$ cat src/rtl/vertical_fir_accumulator_if.sv
// Tap-input and result-output handshake bundle for vertical_fir_accumulator.
// master drives taps and consumes results; slave is the accumulator.
interface vertical_fir_accumulator_if #(
    parameter int unsigned NUM_CH = 4,
    parameter int unsigned DATA_W = 8,
    parameter int unsigned COEF_W = 10
);
    logic                       tap_valid;
    logic                       tap_ready;
    logic [NUM_CH*DATA_W-1:0]   tap_data;
    logic [COEF_W-1:0]          tap_coef;
    logic                       out_valid;
    logic                       out_ready;
    logic [NUM_CH*DATA_W-1:0]   out_data;

    modport master (
        output tap_valid, tap_data, tap_coef, out_ready,
        input  tap_ready, out_valid, out_data
    );

    modport slave (
        input  tap_valid, tap_data, tap_coef, out_ready,
        output tap_ready, out_valid, out_data
    );
endinterface

$ cat src/rtl/vertical_fir_accumulator.sv
// Multi-tap vertical interpolation accumulator with rounding and unsigned clip.
// Optional macro VFIR_CLIP_STATS_EN adds a saturating clip_count output.
module vertical_fir_accumulator #(
    parameter int unsigned NUM_CH    = 4,
    parameter int unsigned DATA_W    = 8,
    parameter int unsigned COEF_W    = 10,
    parameter int unsigned FRAC_BITS = 8,
    parameter int unsigned NUM_TAPS  = 6,
    parameter int unsigned ACC_W     = 22
) (
    input  logic                          clk,
    input  logic                          reset,
    input  logic                          start,
    output logic                          busy,
    vertical_fir_accumulator_if.slave     bus
`ifdef VFIR_CLIP_STATS_EN
    ,
    output logic [15:0]                   clip_count
`endif
);
    localparam int unsigned CNT_W = $clog2(NUM_TAPS);
    localparam logic [CNT_W-1:0] LAST_TAP = CNT_W'(NUM_TAPS - 1);
    localparam logic signed [ACC_W-1:0] BIAS = ACC_W'(1 << (FRAC_BITS - 1));

    typedef enum logic [1:0] {IDLE, ACCUM, HOLD} state_t;

    state_t                     r_state;
    logic [CNT_W-1:0]           r_cnt;
    logic signed [ACC_W-1:0]    r_acc [NUM_CH];
    logic                       r_tap_ready;
    logic                       r_out_valid;
    logic                       r_busy;
    logic [NUM_CH*DATA_W-1:0]   r_out_data;

    logic signed [ACC_W-1:0]    w_coef_ext;
    logic signed [ACC_W-1:0]    w_acc_nxt [NUM_CH];
    logic signed [ACC_W-1:0]    w_shift   [NUM_CH];
    logic [NUM_CH*DATA_W-1:0]   w_clip;
    logic [NUM_CH-1:0]          w_clipped;
    logic                       w_tap_hs;
    logic                       w_out_hs;
    logic                       w_last;

    assign w_tap_hs = bus.tap_valid & r_tap_ready;
    assign w_out_hs = r_out_valid & bus.out_ready;
    assign w_last   = w_tap_hs & (r_cnt == LAST_TAP);

    // MAC per channel followed by round-shift and clip to unsigned DATA_W
    always_comb begin
        w_coef_ext = {{(ACC_W-COEF_W){bus.tap_coef[COEF_W-1]}}, bus.tap_coef};
        w_clip     = '0;
        w_clipped  = '0;
        for (int k = 0; k < NUM_CH; k++) begin
            w_acc_nxt[k] = r_acc[k] + w_coef_ext *
                $signed({{(ACC_W-DATA_W){1'b0}}, bus.tap_data[k*DATA_W +: DATA_W]});
            w_shift[k] = w_acc_nxt[k] >>> FRAC_BITS;
            if (w_shift[k][ACC_W-1]) begin
                w_clip[k*DATA_W +: DATA_W] = '0;
                w_clipped[k]               = 1'b1;
            end else if (|w_shift[k][ACC_W-2:DATA_W]) begin
                w_clip[k*DATA_W +: DATA_W] = '1;
                w_clipped[k]               = 1'b1;
            end else begin
                w_clip[k*DATA_W +: DATA_W] = w_shift[k][DATA_W-1:0];
            end
        end
    end

    always_ff @(posedge clk) begin
        if (reset) begin
            r_state     <= IDLE;
            r_cnt       <= '0;
            r_tap_ready <= 1'b0;
            r_out_valid <= 1'b0;
            r_busy      <= 1'b0;
            r_out_data  <= '0;
            for (int k = 0; k < NUM_CH; k++) r_acc[k] <= BIAS;
        end else begin
            case (r_state)
                IDLE: begin
                    if (start) begin
                        r_state     <= ACCUM;
                        r_cnt       <= '0;
                        r_tap_ready <= 1'b1;
                        r_busy      <= 1'b1;
                        for (int k = 0; k < NUM_CH; k++) r_acc[k] <= BIAS;
                    end
                end
                ACCUM: begin
                    if (w_tap_hs) begin
                        for (int k = 0; k < NUM_CH; k++) r_acc[k] <= w_acc_nxt[k];
                        if (w_last) begin
                            r_state     <= HOLD;
                            r_out_data  <= w_clip;
                            r_tap_ready <= 1'b0;
                            r_out_valid <= 1'b1;
                        end else begin
                            r_cnt <= r_cnt + CNT_W'(1);
                        end
                    end
                end
                HOLD: begin
                    // start alongside the output handshake chains straight into the next group
                    if (w_out_hs) begin
                        r_out_valid <= 1'b0;
                        if (start) begin
                            r_state     <= ACCUM;
                            r_cnt       <= '0;
                            r_tap_ready <= 1'b1;
                            for (int k = 0; k < NUM_CH; k++) r_acc[k] <= BIAS;
                        end else begin
                            r_state <= IDLE;
                            r_busy  <= 1'b0;
                        end
                    end
                end
                default: begin
                    r_state     <= IDLE;
                    r_tap_ready <= 1'b0;
                    r_out_valid <= 1'b0;
                    r_busy      <= 1'b0;
                end
            endcase
        end
    end

    assign bus.tap_ready = r_tap_ready;
    assign bus.out_valid = r_out_valid;
    assign bus.out_data  = r_out_data;
    assign busy          = r_busy;

`ifdef VFIR_CLIP_STATS_EN
    logic [15:0] r_clip_count;
    logic [16:0] w_clip_sum;

    always_comb begin
        w_clip_sum = {1'b0, r_clip_count};
        for (int k = 0; k < NUM_CH; k++) w_clip_sum = w_clip_sum + 17'(w_clipped[k]);
    end

    always_ff @(posedge clk) begin
        if (reset) begin
            r_clip_count <= '0;
        end else if (r_state == ACCUM && w_last) begin
            r_clip_count <= w_clip_sum[16] ? 16'hFFFF : w_clip_sum[15:0];
        end
    end

    assign clip_count = r_clip_count;
`endif
endmodule
$ cat src/flat_wrapper.sv
// flat-port wrapper written by rule: the top's interface ports become plain ports
module vertical_fir_accumulator_flat 
#(
    parameter int unsigned NUM_CH    = 4,
    parameter int unsigned DATA_W    = 8,
    parameter int unsigned COEF_W    = 10,
    parameter int unsigned FRAC_BITS = 8,
    parameter int unsigned NUM_TAPS  = 6,
    parameter int unsigned ACC_W     = 22
)
  (clk, reset, start, busy, bus_tap_valid, bus_tap_data, bus_tap_coef, bus_out_ready, bus_tap_ready, bus_out_valid, bus_out_data);
  vertical_fir_accumulator_if #(.NUM_CH(NUM_CH), .DATA_W(DATA_W), .COEF_W(COEF_W)) bus_i ();
  input  logic clk;
  input  logic reset;
  input  logic start;
  output logic busy;
  input wire logic [$bits(bus_i.tap_valid)-1:0] bus_tap_valid;
  input wire logic [$bits(bus_i.tap_data)-1:0] bus_tap_data;
  input wire logic [$bits(bus_i.tap_coef)-1:0] bus_tap_coef;
  input wire logic [$bits(bus_i.out_ready)-1:0] bus_out_ready;
  output wire logic [$bits(bus_i.tap_ready)-1:0] bus_tap_ready;
  output wire logic [$bits(bus_i.out_valid)-1:0] bus_out_valid;
  output wire logic [$bits(bus_i.out_data)-1:0] bus_out_data;
  assign bus_i.tap_valid = bus_tap_valid;
  assign bus_i.tap_data = bus_tap_data;
  assign bus_i.tap_coef = bus_tap_coef;
  assign bus_i.out_ready = bus_out_ready;
  assign bus_tap_ready = bus_i.tap_ready;
  assign bus_out_valid = bus_i.out_valid;
  assign bus_out_data = bus_i.out_data;
  vertical_fir_accumulator #(.NUM_CH(NUM_CH), .DATA_W(DATA_W), .COEF_W(COEF_W), .FRAC_BITS(FRAC_BITS), .NUM_TAPS(NUM_TAPS), .ACC_W(ACC_W)) u_core (.clk(clk), .reset(reset), .start(start), .busy(busy), .bus(bus_i));
endmodule
$ cat config.mk
export PLATFORM = sky130hd
export DESIGN_NAME = vertical_fir_accumulator_flat
export DESIGN_NICKNAME = d
export VERILOG_FILES = /design/src/rtl/vertical_fir_accumulator_if.sv /design/src/rtl/vertical_fir_accumulator.sv /design/src/flat_wrapper.sv
export SDC_FILE = /design/constraint.sdc
export NUM_CORES = 1
export LEC_CHECK = 0
export BUFFER_PORTS_ARGS = -buffer_cell sky130_fd_sc_hd__buf_2
export CAP_MARGIN = 5
export CORE_UTILIZATION = 55
export CTS_CLUSTER_DIAMETER = 60
export DETAILED_ROUTE_END_ITERATION = 10
export HOLD_SLACK_MARGIN = 0.06
export MAX_ROUTING_LAYER = met4
export PLACE_DENSITY = 0.85
export SYNTH_ARGS = -nofsm -noshare
export SYNTH_HDL_FRONTEND = slang
export SYNTH_SLANG_ARGS = --single-unit
export TNS_END_PERCENT = 100
$ cat constraint.sdc
create_clock -name clk -period 8 [get_ports clk]
set_input_delay 1.6 -clock clk [delete_from_list [all_inputs] [get_ports clk]]
set_output_delay 1.6 -clock clk [all_outputs]
set_load 0.1 [all_outputs]
==> flow_summary.html, run 1 <==
<table>
<tr><th>Metric</th><th>Value</th></tr>
<tr><th colspan="2">Detailed routing</th></tr>
<tr><td>Via-to-Cell Ratio</td><td>5.613</td></tr>
<tr><td>Number of routed nets with antenna violations</td><td>0</td></tr>
<tr><td>Number of vias after detailed routing</td><td>17742</td></tr>
<tr><td>Final routed wirelength across all metal layers</td><td>51290 um</td></tr>
<tr><td>Average wire per standard cell</td><td>16.23 um</td></tr>
<tr><td>Drt first pass iters</td><td>5</td></tr>
<tr><td>Count of routing violations after the opening detailed-route iteration</td><td>944</td></tr>
<tr><td>DRC viols</td><td>0</td></tr>
<tr><th colspan="2">Clock network</th></tr>
<tr><td>Clock Latency Late Sink</td><td>460 ps</td></tr>
<tr><td>Post-cts hold buffer count</td><td>0</td></tr>
<tr><td>Number of buffers created by CTS</td><td>17</td></tr>
<tr><td>CTS Buffer Depth</td><td>2</td></tr>
<tr><td>Number of levels in the clock H-tree</td><td>4</td></tr>
<tr><td>CTS Sinks</td><td>128</td></tr>
<tr><td>Clk root buf</td><td>sky130_fd_sc_hd__clkbuf_16</td></tr>
<tr><td>CTS tree</td><td>built</td></tr>
<tr><td>Clock slew at reported path FFs</td><td>60 ps</td></tr>
<tr><th colspan="2">Floorplanning</th></tr>
<tr><td>Initial Utilization</td><td>55.64%</td></tr>
<tr><td>Core box area</td><td>37580 um2</td></tr>
<tr><td>Area enclosed by the die boundary</td><td>38800 um2</td></tr>
<tr><td>Die Y</td><td>197.0 um</td></tr>
<tr><td>Chip Width</td><td>197.0 um</td></tr>
<tr><td>Cell Rows</td><td>71</td></tr>
<tr><td>I/O pin total</td><td>82</td></tr>
<tr><th colspan="2">Setup path</th></tr>
<tr><td>Data required time at the worst endpoint</td><td>8310 ps</td></tr>
<tr><td>Crit end category</td><td>register</td></tr>
<tr><td>Arrival time of the worst setup path</td><td>8140 ps</td></tr>
<tr><td>Critical Path Source</td><td>bus_tap_coef[5]</td></tr>
<tr><td>Max Fanout on Critical Path</td><td>14</td></tr>
<tr><td>Kind of launch point of the worst setup path</td><td>input pin</td></tr>
<tr><td>Crit-path max cell delay</td><td>570 ps</td></tr>
<tr><td>Critical path's slowest cell</td><td>sky130_fd_sc_hd__fa_1</td></tr>
<tr><td>Worst reg2reg startpoint</td><td>u_core.r_acc[3][0]$_SDFFCE_PP0P_</td></tr>
<tr><td>Worst setup path category</td><td>input pin to register</td></tr>
<tr><td>Cells on worst reg2reg path</td><td>10</td></tr>
<tr><td>Most Frequent Cell on Critical Path</td><td>sky130_fd_sc_hd__a21o_1</td></tr>
<tr><th colspan="2">Placement</th></tr>
<tr><td>HPWL after detailed placement</td><td>41050 um</td></tr>
<tr><td>RD Place Congestion</td><td>0.9480</td></tr>
<tr><td>Port buffer count</td><td>81</td></tr>
<tr><th colspan="2">STA</th></tr>
<tr><td>Highest attainable clock frequency</td><td>127.6 MHz</td></tr>
<tr><td>Final setup vio count</td><td>0</td></tr>
<tr><td>Sum of negative setup slack</td><td>0 ps</td></tr>
<tr><td>Fin crit period</td><td>7837 ps</td></tr>
<tr><td>Total count of max-transition violations in the final report</td><td>0</td></tr>
<tr><td>Clock Skews</td><td>8.867 ps</td></tr>
<tr><td>Final number of hold-violating endpoints</td><td>0</td></tr>
<tr><td>Max_slew headroom</td><td>28.94%</td></tr>
<tr><td>Share of the clock period used by the worst path</td><td>97.96%</td></tr>
<tr><td>Actual slew at the worst max-slew pin</td><td>1066 ps</td></tr>
<tr><th colspan="2">Logic synthesis</th></tr>
<tr><td>Count of flip-flops with a built-in enable after synthesis</td><td>22</td></tr>
<tr><td>Most frequently used flop master after synthesis</td><td>sky130_fd_sc_hd__dfxtp_1</td></tr>
<tr><td>Number of distinct library cell variants in the gate-level netlist after synthesis</td><td>76</td></tr>
<tr><td>Number of standard cells after synthesis</td><td>2455</td></tr>
<tr><td>Cell with the most instances after synthesis</td><td>sky130_fd_sc_hd__inv_1</td></tr>
<tr><td>Post-Syn Nets</td><td>3012</td></tr>
<tr><td>Area leader, netlist</td><td>sky130_fd_sc_hd__fa_1</td></tr>
<tr><td>Asr flop ratio synth</td><td>0%</td></tr>
<tr><td>Most frequent cells after synthesis</td><td>sky130_fd_sc_hd__inv_1 (421), sky130_fd_sc_hd__fa_1 (268), sky130_fd_sc_hd__nand2_1 (267)</td></tr>
<tr><td>Fraction of post-synthesis cell area in the top cell type by area</td><td>25.66%</td></tr>
<tr><td>Portion of the post-synthesis area used by sequential elements</td><td>13.31%</td></tr>
<tr><td>Synth area leaders</td><td>sky130_fd_sc_hd__fa_1 (26%), sky130_fd_sc_hd__ha_1 (14%), sky130_fd_sc_hd__dfxtp_1 (10%)</td></tr>
<tr><td>Count of state elements after synthesis</td><td>128</td></tr>
<tr><td>Ys Warns</td><td>0</td></tr>
<tr><td>Mean instance size in the synthesized netlist</td><td>8.517 um2</td></tr>
<tr><td>Post-synthesis instance area</td><td>20910 um2</td></tr>
<tr><th colspan="2">GRT</th></tr>
<tr><td>Number of global-route vias before repair</td><td>18807</td></tr>
<tr><td>Number of antenna violations at the first check in global routing</td><td>3</td></tr>
<tr><td>Global route overflow</td><td>0</td></tr>
<tr><td>Met2 capacity usage during global routing</td><td>48.51%</td></tr>
<tr><td>Top Usage Layer GRT</td><td>met2</td></tr>
<tr><td>Met3 Resource Use GR</td><td>4.637%</td></tr>
<tr><td>Wire length of the first global-routing pass</td><td>85790 um</td></tr>
<tr><td>Maximum number of pins on one net before global-route repair</td><td>42</td></tr>
<tr><td>Total GRT Usage</td><td>28.12%</td></tr>
<tr><td>GR Util met1</td><td>32.51%</td></tr>
<tr><th colspan="2">Finish</th></tr>
<tr><td>Fraction of layout cells with a size suffix above 1</td><td>12.27%</td></tr>
<tr><td>Number of fill cells in the layout</td><td>3039</td></tr>
<tr><td>Final #Nets</td><td>3192</td></tr>
<tr><td>P&amp;R area growth vs syn</td><td>12.99%</td></tr>
<tr><th colspan="2">Hold path</th></tr>
<tr><td>Path class of the lowest-slack min-delay path</td><td>register to register</td></tr>
<tr><td>Worst hold path cell count</td><td>2</td></tr>
<tr><td>Start point of the worst hold path</td><td>u_core.r_acc[2][14]$_SDFFE_PP0P_</td></tr>
<tr><th colspan="2">Status</th></tr>
<tr><td>Status</td><td>finished, final reports clean</td></tr>
<tr><th colspan="2">Flow run</th></tr>
<tr><td>Maximum Capacitance Violations</td><td>0</td></tr>
</table>
cell usage in the layout, fill, tap and decap left out, types with 22 or more instances in the layout:
cell type,synthesis,routed
sky130_fd_sc_hd__inv_1,421,421
sky130_fd_sc_hd__fa_1,268,268
sky130_fd_sc_hd__nand2_1,267,266
sky130_fd_sc_hd__ha_1,242,241
sky130_fd_sc_hd__and2_1,186,186
sky130_fd_sc_hd__buf_4,0,154
sky130_fd_sc_hd__nor2_1,130,127
sky130_fd_sc_hd__a21oi_1,132,125
sky130_fd_sc_hd__dfxtp_1,106,106
sky130_fd_sc_hd__xnor2_1,90,88
sky130_fd_sc_hd__buf_2,2,79
sky130_fd_sc_hd__o21ai_0,75,69
sky130_fd_sc_hd__a21o_1,50,50
sky130_fd_sc_hd__xor2_1,36,36
sky130_fd_sc_hd__o21bai_1,25,23
sky130_fd_sc_hd__edfxtp_1,22,22
kinds of logic after synthesis:
group	count (synthesis)	synth area share, %
multiplexers	4	0.1975
AND/OR/NAND/NOR	723	17.01
buffers and inverters	503	9.048
XOR/XNOR	129	5.583
AO/OA/AOI/OAI	458	14.71
flip-flops	128	13.31
adder cells (fa/ha/maj)	510	40.14
stage by stage:
stage               hold slack [ps]  worst slack (ps)  instances  utilization (%)  area [um2]
floorplan                     426.8             2.318       2455                -       20920
global placement              440.1            -248.3       3123            60.87       22870
detailed placement            451.3            -391.1       3123            60.87       22870
CTS                           461.8             72.39       3155            62.38       23440
global route                  477.3            -39.96       3161            62.87       23620
finish                        459.8             163.4       3161            62.87       23620
worst max-delay path: cells and delay by family:
family,cells,cell delay [ps]
fa+ha+maj,6,2350
xor+xnor,2,350
simple gates,4,1190
buf+inv,6,710
compound gates,11,1940
timing repair:
action,in CTS,in global routing
resized for setup,0,42
setup endpoints to repair,0,33
buffers inserted,0,4
sequential cells by signal, indices dropped and copies added, names as in the netlist:
register and count:
u_core.r_acc 88, u_core.bus.out_valid 1, u_core.r_cnt 3, u_core.busy 1, u_core.r_state 2, u_core.bus.tap_ready 1
u_core.bus.out_data 32
area by class of cell:
class / instances / area [um2] / share of cell area, %
flip-flops and latches: 128 / 2783 / 11.78
clock inverters: 10 / 82.58 / 0.3496
diodes: 2 / 5.005 / 0.02119
well taps: 511 / 639.4 / 2.706
inverters: 421 / 1580 / 6.689
repair buffers: 243 / 1683 / 7.124
multi-input cells: 1824 / 16370 / 69.28
clock buffers: 22 / 485.5 / 2.055
per-layer routing:
layer	share of wire, %	wire length [um]
met1	40	20550
met2	51	25980
met3	6.2	3177
met4	3.1	1585
met5	0	0
final timing paths:
check | end | slack [ps]
min reg2reg | u_core.r_acc[2][14]$_SDFFE_PP0P_ | 460
max reg2reg | u_core.bus.out_data[30]$_SDFFE_PP0P_ | 4310
min | u_core.r_acc[2][14]$_SDFFE_PP0P_ | 460
max | u_core.bus.out_data[9]$_SDFFE_PP0P_ | 160
Power of run 1 is not shown: default switching activity piles up to over one toggle a cycle in this logic, so the estimate is an artifact.
==> run 2, diff against run 1 <==
--- a/config.mk
+++ b/config.mk
@@ -13,6 +13,7 @@
 export HOLD_SLACK_MARGIN = 0.06
 export MAX_ROUTING_LAYER = met4
 export PLACE_DENSITY = 0.85
+export SETUP_SLACK_MARGIN = 0.3
 export SYNTH_ARGS = -nofsm -noshare
 export SYNTH_HDL_FRONTEND = slang
 export SYNTH_SLANG_ARGS = --single-unit
==> run 2 against run 1 <==
  * First-iteration DRC count increased by 14%
  * Via count rose by 1.4%
  * Largest cell class unchanged
  * Maximum frequency up 3.0%
  * Design area up 2.2%
  * Highest routed layer unchanged
  * Critical path type unchanged
==> flow_summary.html, run 2 (same netlist as run 1, synthesis figures left out) <==
<table>
<tr><th>Metric</th><th>Value</th></tr>
<tr><th colspan="2">Detailed routing</th></tr>
<tr><td>Count of routing violations after the opening detailed-route iteration</td><td>1076</td></tr>
<tr><td>Drt first pass iters</td><td>6</td></tr>
<tr><td>DRC viols</td><td>0</td></tr>
<tr><td>Average wire per standard cell</td><td>16.68 um</td></tr>
<tr><td>Number of routed nets with antenna violations</td><td>0</td></tr>
<tr><td>Number of vias after detailed routing</td><td>17991</td></tr>
<tr><td>Final routed wirelength across all metal layers</td><td>52680 um</td></tr>
<tr><td>Via-to-Cell Ratio</td><td>5.695</td></tr>
<tr><th colspan="2">Flow run</th></tr>
<tr><td>Maximum Capacitance Violations</td><td>0</td></tr>
<tr><th colspan="2">Clock network</th></tr>
<tr><td>CTS tree</td><td>built</td></tr>
<tr><td>Clock Latency Late Sink</td><td>460 ps</td></tr>
<tr><td>CTS Sinks</td><td>128</td></tr>
<tr><td>Clock slew at reported path FFs</td><td>60 ps</td></tr>
<tr><td>Clk root buf</td><td>sky130_fd_sc_hd__clkbuf_16</td></tr>
<tr><td>CTS Buffer Depth</td><td>2</td></tr>
<tr><td>Number of levels in the clock H-tree</td><td>4</td></tr>
<tr><td>Post-cts hold buffer count</td><td>0</td></tr>
<tr><td>Number of buffers created by CTS</td><td>17</td></tr>
<tr><th colspan="2">GRT</th></tr>
<tr><td>Number of global-route vias before repair</td><td>18456</td></tr>
<tr><td>Maximum number of pins on one net before global-route repair</td><td>42</td></tr>
<tr><td>Wire length of the first global-routing pass</td><td>84640 um</td></tr>
<tr><td>Number of antenna violations at the first check in global routing</td><td>2</td></tr>
<tr><td>Total GRT Usage</td><td>27.58%</td></tr>
<tr><td>Global route overflow</td><td>0</td></tr>
<tr><th colspan="2">Setup path</th></tr>
<tr><td>Reg-to-reg slack, setup</td><td>4320 ps</td></tr>
<tr><td>Worst setup path category</td><td>input pin to register</td></tr>
<tr><td>Cells on worst reg2reg path</td><td>11</td></tr>
<tr><td>Capture point of the worst reg-to-reg path</td><td>u_core.bus.out_data[25]$_SDFFE_PP0P_</td></tr>
<tr><td>Kind of launch point of the worst setup path</td><td>input pin</td></tr>
<tr><td>Worst setup path endpoint</td><td>u_core.bus.out_data[14]$_SDFFE_PP0P_</td></tr>
<tr><td>Data required time at the worst endpoint</td><td>8310 ps</td></tr>
<tr><td>Max Fanout on Critical Path</td><td>16</td></tr>
<tr><td>Critical Path Source</td><td>bus_tap_coef[3]</td></tr>
<tr><td>Arrival time of the worst setup path</td><td>7910 ps</td></tr>
<tr><td>Worst reg2reg startpoint</td><td>u_core.r_acc[3][0]$_SDFFCE_PP0P_</td></tr>
<tr><td>Crit end category</td><td>register</td></tr>
<tr><th colspan="2">Finish</th></tr>
<tr><td>P&amp;R area growth vs syn</td><td>15.44%</td></tr>
<tr><td>Flip-flop count of the largest register, all copies and words added</td><td>88</td></tr>
<tr><td>Design Area, Final</td><td>24140 um2</td></tr>
<tr><td>Final #Nets</td><td>3190</td></tr>
<tr><td>Final Util</td><td>64.23%</td></tr>
<tr><td>Highest-count cells in the layout ignoring fill and taps</td><td>sky130_fd_sc_hd__inv_1 (418), sky130_fd_sc_hd__fa_1 (264), sky130_fd_sc_hd__nand2_1 (261)</td></tr>
<tr><td>Fraction of layout cells with a size suffix above 1</td><td>14.55%</td></tr>
<tr><td>Register name with the most flops</td><td>u_core.r_acc</td></tr>
<tr><td>Most common cell after layout, fill and taps aside</td><td>sky130_fd_sc_hd__inv_1</td></tr>
<tr><th colspan="2">Floorplanning</th></tr>
<tr><td>Chip Width</td><td>197.0 um</td></tr>
<tr><td>Die Y</td><td>197.0 um</td></tr>
<tr><td>Initial Utilization</td><td>55.64%</td></tr>
<tr><td>Cell Rows</td><td>71</td></tr>
<tr><td>Area enclosed by the die boundary</td><td>38800 um2</td></tr>
<tr><td>Core box area</td><td>37580 um2</td></tr>
<tr><td>I/O pin total</td><td>82</td></tr>
<tr><th colspan="2">STA</th></tr>
<tr><td>Final number of hold-violating endpoints</td><td>0</td></tr>
<tr><td>Highest attainable clock frequency</td><td>131.5 MHz</td></tr>
<tr><td>Share of the clock period used by the worst path</td><td>95.07%</td></tr>
<tr><td>Fin crit period</td><td>7606 ps</td></tr>
<tr><td>Total count of max-transition violations in the final report</td><td>0</td></tr>
<tr><td>Final setup vio count</td><td>0</td></tr>
<tr><td>Actual slew at the worst max-slew pin</td><td>1091 ps</td></tr>
<tr><td>Clock Skews</td><td>9.254 ps</td></tr>
<tr><td>Sum of negative setup slack</td><td>0 ps</td></tr>
<tr><td>RSZ-0062 raised after global routing</td><td>yes</td></tr>
<tr><td>Max_slew headroom</td><td>27.26%</td></tr>
<tr><th colspan="2">Placement</th></tr>
<tr><td>Area after DPL</td><td>22870 um2</td></tr>
<tr><td>Port buffer count</td><td>81</td></tr>
<tr><td>HPWL after detailed placement</td><td>40470 um</td></tr>
<tr><td>RD Place Congestion</td><td>0.9727</td></tr>
<tr><th colspan="2">Status</th></tr>
<tr><td>Status</td><td>finished, final reports clean</td></tr>
<tr><th colspan="2">Hold path</th></tr>
<tr><td>Path class of the lowest-slack min-delay path</td><td>register to register</td></tr>
</table>
## run 2: critical path, cell delays in order
cell,delay [ps]
sky130_fd_sc_hd__clkbuf_4,170
sky130_fd_sc_hd__buf_8,170
sky130_fd_sc_hd__and2_1,170
sky130_fd_sc_hd__fa_1,430
sky130_fd_sc_hd__fa_1,480
sky130_fd_sc_hd__fa_1,570
sky130_fd_sc_hd__inv_1,90
sky130_fd_sc_hd__fa_1,530
sky130_fd_sc_hd__inv_1,80
sky130_fd_sc_hd__ha_4,290
sky130_fd_sc_hd__o21ai_1,80
sky130_fd_sc_hd__o21bai_1,230
sky130_fd_sc_hd__a21oi_1,130
sky130_fd_sc_hd__o21bai_1,210
sky130_fd_sc_hd__a21oi_2,90
sky130_fd_sc_hd__xnor2_1,150
sky130_fd_sc_hd__ha_1,210
sky130_fd_sc_hd__a21o_1,190
sky130_fd_sc_hd__a21o_1,200
sky130_fd_sc_hd__a21o_1,200
sky130_fd_sc_hd__or3_4,340
sky130_fd_sc_hd__o31ai_4,260
sky130_fd_sc_hd__xnor2_2,110
sky130_fd_sc_hd__or4_4,530
sky130_fd_sc_hd__nor4_4,130
sky130_fd_sc_hd__buf_4,190
sky130_fd_sc_hd__a2111oi_1,80
## run 2: final cells by class
cell class              count  area, um2
well taps                 511      639.4
repair buffers            241       1785
fillers                  2813      13440
multi-input cells        1824      16740
clock inverters             9      102.6
diodes                      2      5.005
clock buffers              23      499.2
flip-flops and latches    128       2783
inverters                 421       1580
## run 2: through the flow
stage | hold WS [ps] | setup slack (ps) | cells
4_1_cts | 462.1 | 306.4 | 3143
5_1_grt | 481.9 | 107.7 | 3159
6_report | 457.5 | 394.5 | 3159
3_3_place_gp | 442.7 | -90.87 | 3111
3_5_place_dp | 454.4 | -234.5 | 3111
2_1_floorplan | 426.8 | 307.8 | 2455
## run 2: worst min path at each step
| stage | from | endpoint | slack (ps) | cells past startpoint |
|---|---|---|---|---|
| after global routing | u_core.bus.out_data[0]$_SDFFE_PP0P_ | u_core.bus.out_data[0]$_SDFFE_PP0P_ | 480 | 2 |
| after global placement | u_core.r_acc[1][5]$_SDFFE_PP0P_ | u_core.r_acc[1][5]$_SDFFE_PP0P_ | 440 | 2 |
| after CTS | u_core.r_acc[2][10]$_SDFFE_PP0P_ | u_core.r_acc[2][10]$_SDFFE_PP0P_ | 460 | 2 |
| after floorplan | u_core.r_acc[0][21]$_SDFFE_PP0P_ | u_core.r_acc[0][21]$_SDFFE_PP0P_ | 430 | 2 |
| after detailed placement | u_core.r_acc[2][0]$_SDFFE_PP0P_ | u_core.r_acc[2][0]$_SDFFE_PP0P_ | 450 | 2 |
| final | u_core.bus.out_data[0]$_SDFFE_PP0P_ | u_core.bus.out_data[0]$_SDFFE_PP0P_ | 460 | 2 |
## run 2: repair_timing
item / 4_1_cts / 5_1_grt
endpoints found under the setup margin: 24 / 38
pin swaps: 1 / 50
gates cloned: 0 / 1
setup buffers: 0 / 13
gates resized for setup: 5 / 132
## run 2: routing by layer
metal  GRT usage (%)  vias to the layer above  wire (um)
met5               -                        -          0
met4           12.63                        0       2326
met3           3.730                      174       3359
met2           46.63                      664      26360
met1           32.66                     8792      20630
li1                -                     8361          -
Power of run 2 is left out for the same reason.
